## config.mk

```make
export PLATFORM = sky130hd
export DESIGN_NAME = reaction_sequencer
export DESIGN_NICKNAME = d
export VERILOG_FILES = /design/src/rtl/reaction_sequencer.sv
export SDC_FILE = /design/constraint.sdc
export NUM_CORES = 1
export LEC_CHECK = 0
export CELL_PAD_IN_SITES_DETAIL_PLACEMENT = 1
export CELL_PAD_IN_SITES_GLOBAL_PLACEMENT = 1
export CORE_UTILIZATION = 39
export CTS_BUF_LIST = sky130_fd_sc_hd__clkbuf_8
export DETAILED_ROUTE_END_ITERATION = 12
export PLACE_DENSITY_LB_ADDON = 0.1
export SYNTH_ARGS = -nofsm -noshare
export SYNTH_HDL_FRONTEND = slang
export SYNTH_SLANG_ARGS = --single-unit
```

## constraint.sdc

```tcl
create_clock -name clk -period 2.45 [get_ports clk]
set_input_delay 0.49 -clock clk [delete_from_list [all_inputs] [get_ports clk]]
set_output_delay 0.49 -clock clk [all_outputs]
set_load 0.005 [all_outputs]
```

## src/rtl/reaction_sequencer.sv

```systemverilog
// Reaction-time game sequencer: seeds a random pre-stimulus delay, lights the LED,
// measures the player's response in ms ticks and tracks the best valid time.
`timescale 1ns/1ps

module reaction_sequencer #(
    parameter int MIN_DELAY_MS = 1000,
    parameter int TIMEOUT_MS   = 9999
) (
    input  logic        clk,
    input  logic        rst_n,
    input  logic        start,
    input  logic        react,
    input  logic        tick_ms,
    input  logic [11:0] lfsr_val,
    output logic        lfsr_step,
    output logic        led_on,
    output logic        busy,
    output logic        done,
    output logic        false_start,
    output logic        timeout,
    output logic [13:0] time_ms,
    output logic [13:0] best_ms
);

    // The delay counter must hold MIN_DELAY_MS plus the largest 12-bit LFSR value.
    localparam int DW_RAW = $clog2(MIN_DELAY_MS + 4096);
    localparam int DW     = (DW_RAW > 13) ? DW_RAW : 13;

    localparam logic [DW-1:0] MIN_DELAY_VAL = DW'(MIN_DELAY_MS);
    localparam logic [13:0]   TIMEOUT_VAL   = 14'(TIMEOUT_MS);

    typedef enum logic [2:0] {
        S_IDLE,
        S_SEED,
        S_WAIT,
        S_ARMED,
        S_RESULT,
        S_FAULT
    } state_t;

    state_t        r_state;
    state_t        w_state_nxt;
    logic          r_seed_ph;
    logic          w_seed_ph_nxt;
    logic [DW-1:0] r_delay_cnt;
    logic [DW-1:0] w_delay_nxt;
    logic [13:0]   r_time;
    logic [13:0]   w_time_nxt;
    logic [13:0]   w_time_inc;
    logic [13:0]   r_best;
    logic [13:0]   w_best_nxt;
    logic          r_timeout;
    logic          w_timeout_nxt;

    logic          r_lfsr_step;
    logic          r_led_on;
    logic          r_busy;
    logic          r_done;
    logic          r_false_start;

    assign w_time_inc = r_time + 14'd1;

    // NOTE: every signal written here gets a default first, so no path leaves it
    // unassigned and no latch is inferred.
    always_comb begin
        w_state_nxt   = r_state;
        w_seed_ph_nxt = r_seed_ph;
        w_delay_nxt   = r_delay_cnt;
        w_time_nxt    = r_time;
        w_best_nxt    = r_best;
        w_timeout_nxt = r_timeout;

        case (r_state)
            S_IDLE: begin
                if (start) begin
                    w_state_nxt   = S_SEED;
                    w_seed_ph_nxt = 1'b0;
                end
            end

            S_SEED: begin
                // Second SEED cycle samples the LFSR after the step has taken effect.
                if (!r_seed_ph) begin
                    w_seed_ph_nxt = 1'b1;
                end else begin
                    w_seed_ph_nxt = 1'b0;
                    w_delay_nxt   = MIN_DELAY_VAL + DW'(lfsr_val);
                    w_state_nxt   = S_WAIT;
                end
            end

            S_WAIT: begin
                if (react) begin
                    w_state_nxt = S_FAULT;
                    w_delay_nxt = '0;
                end else if (tick_ms) begin
                    if (r_delay_cnt <= DW'(1)) begin
                        w_delay_nxt = '0;
                        w_time_nxt  = '0;
                        w_state_nxt = S_ARMED;
                    end else begin
                        w_delay_nxt = r_delay_cnt - DW'(1);
                    end
                end
            end

            S_ARMED: begin
                // A response in the same cycle as a tick freezes the count without that tick.
                if (react) begin
                    w_state_nxt = S_RESULT;
                    if (r_time < r_best) begin
                        w_best_nxt = r_time;
                    end
                end else if (tick_ms) begin
                    w_time_nxt = w_time_inc;
                    if (w_time_inc >= TIMEOUT_VAL) begin
                        w_time_nxt    = TIMEOUT_VAL;
                        w_timeout_nxt = 1'b1;
                        w_state_nxt   = S_RESULT;
                    end
                end
            end

            S_RESULT, S_FAULT: begin
                if (start) begin
                    w_timeout_nxt = 1'b0;
                    w_seed_ph_nxt = 1'b0;
                    w_state_nxt   = S_SEED;
                end
            end

            default: begin
                w_state_nxt = S_IDLE;
            end
        endcase
    end

    // NOTE: reset is asynchronous; the sensitivity list carries negedge rst_n so the
    // round is abandoned immediately, without waiting for a clock edge.
    always_ff @(posedge clk or negedge rst_n) begin
        if (!rst_n) begin
            r_state       <= S_IDLE;
            r_seed_ph     <= 1'b0;
            r_delay_cnt   <= '0;
            r_time        <= '0;
            r_best        <= TIMEOUT_VAL;
            r_timeout     <= 1'b0;
            r_lfsr_step   <= 1'b0;
            r_led_on      <= 1'b0;
            r_busy        <= 1'b0;
            r_done        <= 1'b0;
            r_false_start <= 1'b0;
        end else begin
            // NOTE: sequential state uses non-blocking assignments so every flop
            // samples the pre-edge values regardless of statement order.
            r_state       <= w_state_nxt;
            r_seed_ph     <= w_seed_ph_nxt;
            r_delay_cnt   <= w_delay_nxt;
            r_time        <= w_time_nxt;
            r_best        <= w_best_nxt;
            r_timeout     <= w_timeout_nxt;
            // Status flags are flops decoded from the next state, not from inputs.
            r_lfsr_step   <= (w_state_nxt == S_SEED) && !w_seed_ph_nxt;
            r_led_on      <= (w_state_nxt == S_ARMED);
            r_busy        <= (w_state_nxt == S_SEED) || (w_state_nxt == S_WAIT) ||
                             (w_state_nxt == S_ARMED);
            r_done        <= (w_state_nxt == S_RESULT);
            r_false_start <= (w_state_nxt == S_FAULT);
        end
    end

    assign lfsr_step   = r_lfsr_step;
    assign led_on      = r_led_on;
    assign busy        = r_busy;
    assign done        = r_done;
    assign false_start = r_false_start;
    assign timeout     = r_timeout;
    assign time_ms     = r_time;
    assign best_ms     = r_best;

endmodule

```

==> results.yml <==
yosys:
  post_synth_xor_area_fraction_pct: 2.56
  synth_compound_gate_area_share_pct: 24.5
  adder_and_majority_gate_portion_of_the_synthesized_area_pct: 6.57
  synth_fp_nets: 409
  yosys-top-cells-area: "dfrtp_1 (31%), ha_1 (6.6%), dfstp_2 (6.1%)"
  avgSynthCellArea_um2: 9.16
  synth_sequential_area_ratio_pct: 37.5
  ys.flop_type: "dfrtp_1"
  async_flop_share_pct: 100
  synth_edf_count: 0
  post_synth_inst_count: 374
  netlist-cell-type-count: 62
  syn-cell-area_um2: 3430
  yosys_register_bits: 51
  dominant_combinational_cell_family_by_area_after_synthesis: "compound AO/OA/AOI/OAI gates"
  synth_largest_area_cell: "dfrtp_1"
  post_synth_mux_area_share_pct: 4.57
  synth_top_cell_area_share_pct: 31.4
  synth_simple_gate_area_share_pct: 19.2
  ys_warn_count: 0
run:
  max-cap-violations: 0
timing:
  final.period_utilization_pct: 99.1
  finalHoldViolations: 0
  timing_max_transition_violations_final: 0
  timing.max_slew.rel_slack_pct: 45.7
  final_report_setup_violation_count: 0
  max_freq_ghz: 0.412
  min_period_ns: 2.43
  timing.setup.tns_ns: 0
  rsz0062_at_grt: "true"
  timing.clock.skew_ns: 0.00574
  tightestPinTransition_ns: 0.815
global_route:
  globalRouteTotalUtil_pct: 23.5
  grt_start_max_net_pins: 35
  grt_pass1_vias: 3376
  antenna_found_initial: 0
  overflow: 0
  first_pass_grt_wire_length_um: 16500
power_and_ir_drop:
  p_sw_share_pct: 39.8
  post-layout-total-power_w: 0.00341
  power.share.clock_pct: 14.0
  power_frac_seq_pct: 37.7
  intPower_w: 0.00205
  peakVddDrop_uv: 514
  power_frac_comb_pct: 48.3
  p_leak_nw: 1.91
  power_density_nw_per_um2: 749
  power.switching_w: 0.00136
placement:
  routabilityCongestion: 0.846
  port-buffer-count: 50
  dp_hpwl_um: 7590
detailed_routing:
  drt_first_pass_iters: 4
  drc_violation_count_after_routing: 0
  drt_wl_total_um: 10200
  detailroute.via_count: 3291
  avg_vias_per_cell: 5.77
  routed_wire_length_per_instance_um: 17.8
  drt_iter0_drc: 136
  detail-route-antenna-nets: 0
worst_setup_path:
  worst-setup-path-type: "flop to flop"
  worst_ep_arrival_time_ns: 2.65
  end_kind: "flop"
  cp_max_fo: 8
  timing.critical_path.required_ns: 2.67
  cp-start-kind: "flop"
floorplanning:
  initial_core_util_pct: 41.1
  floorplan_row_count: 33
  die-area_um2: 9160
  die_h_um: 95.7
  core-area_um2: 8340
  pin_count: 51
  chipWidth_um: 95.7
cts:
  clock_tree.root_cell: "clkbuf_8"
  clk_latency_ns: 0.30
  cts_tree: "done"
  post_cts_hold_fix_bufs: 0
  clock_tree.buffer_depth: 2
  clock_tree.htree_level_count: 2
  cts_num_sinks: 51
  cts_buffers: 5
  clkSlewWorstSetupHoldPaths_ns: 0.09
layout:
  syn2layout_area_growth_pct: 32.9
  drive_gt1_share_pct: 24.1
  seqCellArea_um2: 1290
  design.final.nets: 499
  multiInputGateArea_um2: 2070
  n_fill_cell: 977
  n_antenna_cell: 0
status:
  result_of_the_run: "finished, final reports clean"
worst_hold_path:
  hold_path_class: "primary input to async pin"
[layout by cell type, fill, tap and decap left out, types with 3 or more instances in the layout]
cell type and instances:
a211oi_1 5, a21o_1 3, a21oi_1 25, a22oi_1 4, a31oi_1 6, a32oi_1 8, and3_1 5, buf_4 50
clkbuf_8 5, clkdlybuf4s50_1 49, dfrtp_1 41, dfstp_2 8, ha_1 17, inv_1 26, mux2_2 13, nand2_1 27
nand3_1 9, nand4_1 6, nor2_1 21, nor2b_1 8, nor3_4 3, nor4_1 4, o21ai_0 32, o21ai_1 6
o31ai_1 6, o41ai_1 5, or2_2 3, xnor2_1 5, xor2_1 5
[critical path, cell delays in order, from the launching register on]
cell       delay (ns)
dfrtp_1          0.42
buf_6            0.16
inv_1            0.05
ha_1             0.23
and4b_1          0.24
a41oi_2          0.17
o2111ai_2        0.16
buf_4            0.21
a2111oi_1        0.42
o21ai_0          0.15
o21ai_1          0.13
[metrics by stage]
stage	instances	utilization [%]	setup WS (ns)	hold slack (ns)	area [um^2]
final	570	54.6	0.0218	0.271	4550
after CTS	562	52.8	0.0108	0.301	4400
after detailed placement	554	51.6	-0.0468	0.477	4310
after global placement	554	51.6	-0.0180	0.479	4310
after global routing	570	54.6	-0.0628	0.327	4550
after floorplan	374	-	0.0625	0.194	3430
[power groups by stage]
stage	Combinational [W]	Clock [W]	Sequential (W)
2_1_floorplan	0.000921	0	0.00124
3_3_place_gp	0.00145	0	0.00128
3_5_place_dp	0.00151	0	0.00129
4_1_cts	0.00152	0.000502	0.00128
5_1_grt	0.00182	0.000541	0.00132
6_report	0.00165	0.000477	0.00129
[cells in the mapped netlist, types with 7 or more instances]
cell	n
dfstp_2	8
nor2_1	22
dfrtp_1	43
mux2_2	13
clkbuf_1	11
ha_1	18
buf_2	8
a31oi_1	7
nand2_1	28
o21ai_0	36
nor2b_1	8
inv_1	24
a21oi_1	25
nand3_1	9
a32oi_1	8
[final timing paths]
| kind | startpoint | to | slack [ns] | cells past startpoint |
|---|---|---|---|---|
| min reg2reg | timeout$_DFFE_PN0P_ | timeout$_DFFE_PN0P_ | 0.50 | 2 |
| max reg2reg | time_ms[0]$_DFFE_PN0P_ | time_ms[4]$_DFFE_PN0P_ | 0.02 | 10 |
| min | rst_n | best_ms[6]$_DFFE_PN0P_ | 0.27 | 1 |
| max in group asynchronous | rst_n | r_delay_cnt[11]$_DFFE_PN0P_ | 1.50 | 2 |
| min in group clk | timeout$_DFFE_PN0P_ | timeout$_DFFE_PN0P_ | 0.50 | 2 |
| max | time_ms[0]$_DFFE_PN0P_ | time_ms[4]$_DFFE_PN0P_ | 0.02 | 10 |
[registers in the layout, indices dropped and copies added, names as in the netlist]
register / count
best_ms: 14
time_ms: 14
r_delay_cnt: 13
r_state: 3
busy: 1
done: 1
false_start: 1
led_on: 1
lfsr_step: 1
r_seed_ph: 1
timeout: 1
[layout make-up]
cell class | instances | area share [%]
multi-input combinational | 280 | 45.4
clock buffer | 5 | 1.51
timing repair buffer | 102 | 19.6
inverter | 24 | 1.98
tap | 105 | 2.89
sequential | 51 | 28.3
clock inverter | 3 | 0.275
[repair_timing]
action	4_1_cts	5_1_grt
pin swaps	2	10
hold endpoints to repair	0	0
gates resized for setup	4	24
setup buffers	0	8
setup endpoints to repair	11	17
[kinds of logic after synthesis]
family | Yosys count
AO/OA/AOI/OAI | 126
AND/OR/NAND/NOR | 112
flip-flops | 51
buffers and inverters | 43
adder cells (fa/ha/maj) | 18
multiplexers | 14
XOR/XNOR | 10
[routing by layer]
metal  vias to the layer above  wire, um  GRT usage [%]
li1                       1569         -              -
met1                      1656      4470           29.2
met4                         0       126           4.85
met5                         -         0              0
met2                        58      5310           42.7
met3                         8       254           3.79
Power figures use the tool's default switching activity.
